===== config.mk =====
export PLATFORM = sky130hd
export DESIGN_NAME = sram_fifo_ctrl
export DESIGN_NICKNAME = d
export VERILOG_FILES = /design/src/rtl/sram_fifo_pkg.sv /design/src/rtl/sram_fifo_obuf.sv /design/src/rtl/sram_fifo_ctrl.sv
export SDC_FILE = /design/constraint.sdc
export NUM_CORES = 1
export LEC_CHECK = 0
export CAP_MARGIN = 20
export CORE_MARGIN = 5
export CORE_UTILIZATION = 28
export CTS_CLUSTER_DIAMETER = 150
export DETAILED_ROUTE_END_ITERATION = 6
export GPL_TIMING_DRIVEN = 0
export SYNTH_ARGS = -nofsm -noshare
export SYNTH_HDL_FRONTEND = slang
export SYNTH_HIERARCHICAL = 1
export SYNTH_SLANG_ARGS = --single-unit

===== constraint.sdc =====
create_clock -name clk -period 3.5 [get_ports clk]
set_input_delay 0.7 -clock clk [delete_from_list [all_inputs] [get_ports clk]]
set_output_delay 0.7 -clock clk [all_outputs]
set_load 0.01 [all_outputs]

===== src/rtl/sram_fifo_pkg.sv =====
// Shared constants and helpers for the SRAM-backed valid/ready FIFO controller.
package sram_fifo_pkg;

  localparam int DATA_WIDTH_DEF = 8;
  localparam int RAM_DEPTH_DEF  = 32;

  // Depth of the registered output buffer that hides the SRAM read latency.
  localparam int OBUF_DEPTH = 2;

  // The SRAM wrapper selects its read bank with the pointer MSB.
  function automatic int bank_bit(input int addr_width);
    return addr_width - 1;
  endfunction

endpackage


===== src/rtl/sram_fifo_obuf.sv =====
// Two-entry registered output buffer; head entry drives the consumer data directly.
module sram_fifo_obuf
  import sram_fifo_pkg::*;
#(
  parameter int DATA_WIDTH = DATA_WIDTH_DEF
) (
  input  logic                  clk,
  input  logic                  rst,
  input  logic                  push_i,
  input  logic [DATA_WIDTH-1:0] data_i,
  input  logic                  pop_i,
  output logic [1:0]            cnt_o,
  output logic [DATA_WIDTH-1:0] head_o
);

  logic [DATA_WIDTH-1:0] ent0_q, ent0_d;
  logic [DATA_WIDTH-1:0] ent1_q, ent1_d;
  logic [1:0]            cnt_q, cnt_d;

  // Next-state: entry 0 is always the oldest word, entry 1 the one behind it.
  always_comb begin
    ent0_d = ent0_q;
    ent1_d = ent1_q;
    cnt_d  = cnt_q;
    case ({push_i, pop_i})
      2'b10: begin
        if (cnt_q == 2'd0) ent0_d = data_i;
        else               ent1_d = data_i;
        cnt_d = cnt_q + 2'd1;
      end
      2'b01: begin
        ent0_d = ent1_q;
        cnt_d  = cnt_q - 2'd1;
      end
      2'b11: begin
        // Occupancy unchanged: the new word lands behind whatever remains.
        if (cnt_q == 2'd1) begin
          ent0_d = data_i;
        end else begin
          ent0_d = ent1_q;
          ent1_d = data_i;
        end
      end
      default: ;
    endcase
  end

  // Buffer registers; the head is cleared on reset so the output reads zero.
  always_ff @(posedge clk or posedge rst) begin
    if (rst) begin
      ent0_q <= '0;
      ent1_q <= '0;
      cnt_q  <= '0;
    end else begin
      ent0_q <= ent0_d;
      ent1_q <= ent1_d;
      cnt_q  <= cnt_d;
    end
  end

  assign cnt_o  = cnt_q;
  assign head_o = ent0_q;

endmodule


===== src/rtl/sram_fifo_ctrl.sv =====
// Valid/ready FIFO controller over a two-bank 1R1W SRAM with one-cycle read latency.
module sram_fifo_ctrl
  import sram_fifo_pkg::*;
#(
  parameter int DATA_WIDTH = DATA_WIDTH_DEF,
  parameter int RAM_DEPTH  = RAM_DEPTH_DEF,
  parameter int ADDR_WIDTH = $clog2(RAM_DEPTH)
) (
  input  logic                  clk,
  input  logic                  rst,
  input  logic                  s_valid,
  output logic                  s_ready,
  input  logic [DATA_WIDTH-1:0] s_data,
  output logic                  m_valid,
  input  logic                  m_ready,
  output logic [DATA_WIDTH-1:0] m_data,
  output logic [ADDR_WIDTH+1:0] count,
  output logic                  mem_wen,
  output logic [ADDR_WIDTH-1:0] mem_wpointer,
  output logic [DATA_WIDTH-1:0] mem_wdata,
  output logic                  mem_ren,
  output logic [ADDR_WIDTH-1:0] mem_rpointer,
  input  logic [DATA_WIDTH-1:0] mem_rdata
);

  localparam int MSB     = bank_bit(ADDR_WIDTH);
  localparam int CNT_W   = ADDR_WIDTH + 1;
  localparam int COUNT_W = ADDR_WIDTH + 2;
  localparam logic [CNT_W-1:0] MEM_FULL = CNT_W'(RAM_DEPTH);
  localparam logic [2:0]       OB_MAX   = 3'(OBUF_DEPTH);

  logic [ADDR_WIDTH-1:0] wptr_q, wptr_d;
  logic [ADDR_WIDTH-1:0] rptr_q, rptr_d;
  logic [CNT_W-1:0]      mem_cnt_q, mem_cnt_d;
  logic                  inflight_q, inflight_d;
  logic [ADDR_WIDTH-1:0] inflight_addr_q, inflight_addr_d;

  logic       push, pop, issue, room, bank_ok;
  logic [1:0] ob_cnt;
  logic [2:0] slots_used;

  // Handshakes; readiness looks only at registered SRAM occupancy.
  assign s_ready = !rst && (mem_cnt_q != MEM_FULL);
  assign m_valid = (ob_cnt != 2'd0);
  assign push    = s_valid && s_ready;
  assign pop     = m_valid && m_ready;

  // A read may issue only if its word is guaranteed a buffer slot on capture,
  // and, while a capture is pending, only from the bank whose data is returning.
  assign slots_used = {1'b0, ob_cnt} + {2'b0, inflight_q};
  assign room       = slots_used < (OB_MAX + {2'b0, pop});
  assign bank_ok    = !inflight_q || (rptr_q[MSB] == inflight_addr_q[MSB]);
  assign issue      = (mem_cnt_q != '0) && room && bank_ok;

  // SRAM port drive; an idle read port holds the last address so the bank mux stays put.
  assign mem_wen      = push;
  assign mem_wpointer = wptr_q;
  assign mem_wdata    = s_data;
  assign mem_ren      = issue;
  assign mem_rpointer = issue ? rptr_q : inflight_addr_q;

  // Pointer, occupancy and in-flight tracking next-state.
  always_comb begin
    wptr_d          = wptr_q;
    rptr_d          = rptr_q;
    inflight_addr_d = inflight_addr_q;
    inflight_d      = issue;
    mem_cnt_d       = mem_cnt_q + CNT_W'(push) - CNT_W'(issue);
    if (push) wptr_d = wptr_q + ADDR_WIDTH'(1);
    if (issue) begin
      rptr_d          = rptr_q + ADDR_WIDTH'(1);
      inflight_addr_d = rptr_q;
    end
  end

  // Control state; reset also discards any read still in flight.
  always_ff @(posedge clk or posedge rst) begin
    if (rst) begin
      wptr_q          <= '0;
      rptr_q          <= '0;
      mem_cnt_q       <= '0;
      inflight_q      <= 1'b0;
      inflight_addr_q <= '0;
    end else begin
      wptr_q          <= wptr_d;
      rptr_q          <= rptr_d;
      mem_cnt_q       <= mem_cnt_d;
      inflight_q      <= inflight_d;
      inflight_addr_q <= inflight_addr_d;
    end
  end

  // Read data is captured into the output buffer the cycle after issue.
  sram_fifo_obuf #(
    .DATA_WIDTH(DATA_WIDTH)
  ) u_obuf (
    .clk    (clk),
    .rst    (rst),
    .push_i (inflight_q),
    .data_i (mem_rdata),
    .pop_i  (pop),
    .cnt_o  (ob_cnt),
    .head_o (m_data)
  );

  assign count = COUNT_W'(mem_cnt_q) + COUNT_W'(inflight_q) + COUNT_W'(ob_cnt);

endmodule

==> results.md <==
* Status: complete, no violations
* Largest cells by area after synthesis: dfrtp_1, ha_1, mux2_4, xnor2_1, inv_1
* DRT iter0 DRCs at 50
* Die Width at 101.8 um
* Resize count post-CTS at 0
* First-pass GRT wire length at 8231 um
* Largest net degree at the start of global routing at 23
* Commonest cells post-synth: dfrtp_1, inv_1, ha_1
* Worst-path fanout max at 8
* Number of antenna-violating nets in the routed design at 0
* Synth warnings at 6
* Tcrit/Tclk final at 0.9440
* CP arrival at 2.60 ns
* Worst-skew pair later-pin latency at 0.29 ns
* Worst VDD drop at 0.6157 mV
* Maximum clock insertion buffer count at 2
* Fill count at 832
* Area growth from synthesis to final layout at 30.47%
* Synth cell types at 38
* Post-detail-place hpwl at 3673 um
* Main combinational cell family by area after synthesis: adder cells
* Max Cap Viol at 0
* Die height at 101.8 um
* Post-synth EDFFs at 0
* Number of failing hold endpoints at the final stage at 0
* Post-synth top area cell: dfrtp_1
* Post-synth top area share at 0.4240
* Top Layer Used: met4
* Sink Count at 40
* Vias at 1643
* Worst-margin pin slew at 0.8764 ns
* Critical Path Max Stage Delay at 0.55 ns
* # rows at 33
* Setup slack at placement at 0.1717 ns
* DRT Wirelength at 4723 um
* Nets at 311
* Most frequent cell after synthesis: dfrtp_1
* Crit-path cells: clkdlybuf4s50_1 -> o21ai_0 -> o21ai_2 -> nand3_4 -> mux2_2 -> clkdlybuf4s50_1
* CTS root buffer: clkbuf_8
* Share of cells above drive strength 1 at 0.1573
* Initial antenna violation count at 0
* Synth Area in Adders at 0.1420
* Max-slew headroom at 0.4151
* Cts hold-fix bufs at 0
* Maximum clock frequency at 0.3027 GHz
* Lkg Pwr at 1.391 nW
* WL met2 at 2218 um
* Hold crit path type: reg2reg
* Vias in the first global route at 1749
* DRT Pass-1 Iters at 4
* CTS tree: yes
* Postcts setup bufs at 0
* Most used cell along the critical path: clkdlybuf4s50_1
* Mapped Cells at 211
* Final Skew at 0.009016 ns
* Simple-Gate Fraction of Synth Area at 0.08055
* Register area share after synthesis at 0.4240
* Crit start category: input pin
* Post-synth top flop: dfrtp_1
* Metal1 wirelength at 2149 um
* Post-synthesis async set-or-reset flop share at 1.000
* Multiplexer area fraction after synthesis at 0.08426
* Fin util at 0.3749
* I/O Buffers at 48
* N_diodes at 0
* Nature of the critical path endpoint: output port
* GR Overflow Total at 0
* Final Worst Setup Slack at 0.1962 ns
* Drt wl/cell at 12.70 um
* FF+latch count, synth at 40
* Power density cells at 1129 nW/um^2
* Count of final max-slew check failures at 0
* Top-level I/O count at 57
* Critical path's top delay family: buffers and inverters
* Worst path bufs/invs at 2
* Core box area at 8217 sq um
* GP Congestion at 0.8072
* Setup-failing EPs final at 0
* Post-Synth XOR/XNOR Area at 0.07048
* Fin Setup TNS at 0 ns
* Inserted Clock Buffers at 5
* RSZ-0062 raised after global routing: no
* Drt via density at 4.417
* Slowest CP cell: clkdlybuf4s50_1
* Post-synth net total at 256
* Post-synthesis compound-gate area fraction at 0.1161
* Data required time of the worst path at 2.80 ns
* Met3 wire len at 332 um
* Synthesized cell area at 2361 sq um
* Kind of critical path: in2out
* Die area at 10370 sq um
* Initial Util at 0.2873
* H-tree Lvls at 2
* Clk slew on worst S/H paths at 0.07 ns
* Syn_area_per_cell at 11.19 sq um
* Tmin final at 3.304 ns
* All-Layer GR Usage at 0.09961
* DR DRC count at 0
-- sequential cells by signal, indices dropped and copies added, names as in the netlist --
| register | cells |
|---|---|
| u_obuf/ent1_q | 8 |
| u_obuf/head_o | 8 |
| mem_cnt_q | 6 |
| inflight_addr_q | 5 |
| mem_wpointer | 5 |
| rptr_q | 5 |
| u_obuf/cnt_o | 2 |
| inflight_q | 1 |
-- logic make-up after synthesis --
kind of cell             count (synthesis)
AO/OA/AOI/OAI                           41
flip-flops                              40
buffers and inverters                   39
AND/OR/NAND/NOR                         32
adder cells (fa/ha/maj)                 25
XOR/XNOR                                19
multiplexers                            15
-- layout by cell type, fill, tap and decap left out, types with 2 or more instances in the layout --
cell             count
clkbuf_8             5
inv_1               24
ha_1                22
mux2_2               7
a21oi_1             12
xor2_1               6
clkdlybuf4s50_1     48
xnor2_1             13
o21ai_0             10
buf_4                8
buf_6                2
nand2b_1             2
nand2_1              3
mux2_4               8
nand3_1              9
a31oi_1              9
and3_1               3
nor2_1               2
fa_1                 3
nand4_1              6
nor2b_1              3
buf_2                2
dfrtp_1             40
-- routing by layer --
| layer | vias up | GRT usage |
|---|---|---|
| met3 | 4 | 0.03891 |
| li1 | 819 | - |
| met4 | 0 | 0.02321 |
| met2 | 36 | 0.1635 |
| met5 | - | 0 |
| met1 | 784 | 0.1245 |
-- area by class of cell --
| class | count | area [sq um] | share of cell area |
|---|---|---|---|
| clock inverter | 2 | 35.03 | 0.01137 |
| sequential | 40 | 1001 | 0.3249 |
| buffer | 14 | 101.3 | 0.03290 |
| timing repair buffer | 48 | 480.5 | 0.1560 |
| inverter | 25 | 93.84 | 0.03046 |
| clock buffer | 6 | 72.57 | 0.02356 |
| multi-input combinational | 132 | 1165 | 0.3781 |
| tap | 105 | 131.4 | 0.04265 |
-- report_power, final --
| group | total [mW] | switching (mW) | internal, mW | leakage (nW) |
|---|---|---|---|---|
| registers | 0.933 | 0.209 | 0.724 | 0.468 |
| clock network | 0.371 | 0.159 | 0.212 | 0.0552 |
| logic | 2.17 | 0.990 | 1.18 | 0.868 |
| total | 3.48 | 1.36 | 2.12 | 1.39 |
-- path summary, 6_finish.rpt --
path | from | endpoint | slack (ns) | cells after the start
setup / recovery | m_ready | mem_rpointer[4] | 0.20 | 6
hold / removal | mem_wpointer[4] | mem_wpointer[4] | 0.48 | 1
setup reg to reg | inflight_q | mem_cnt_q[5] | 0.89 | 9
hold reg to reg | mem_wpointer[4] | mem_wpointer[4] | 0.48 | 1
max in group asynchronous | rst | mem_wpointer[2] | 1.92 | 2
min in group asynchronous | rst | u_obuf/cnt_o[1] | 0.96 | 2
-- per-stage QoR --
stage	area (sq um)	hold WS [ns]	std cells	power (mW)
4_1_cts	3080	0.4794	372	3.535
6_report	3080	0.4772	372	3.478
5_1_grt	3080	0.5028	372	3.813
3_5_place_dp	2973	0.4695	364	3.138
3_3_place_gp	2973	0.4667	364	3.107
2_1_floorplan	2361	0.4555	211	2.324
(Power assumes the default switching activity.)
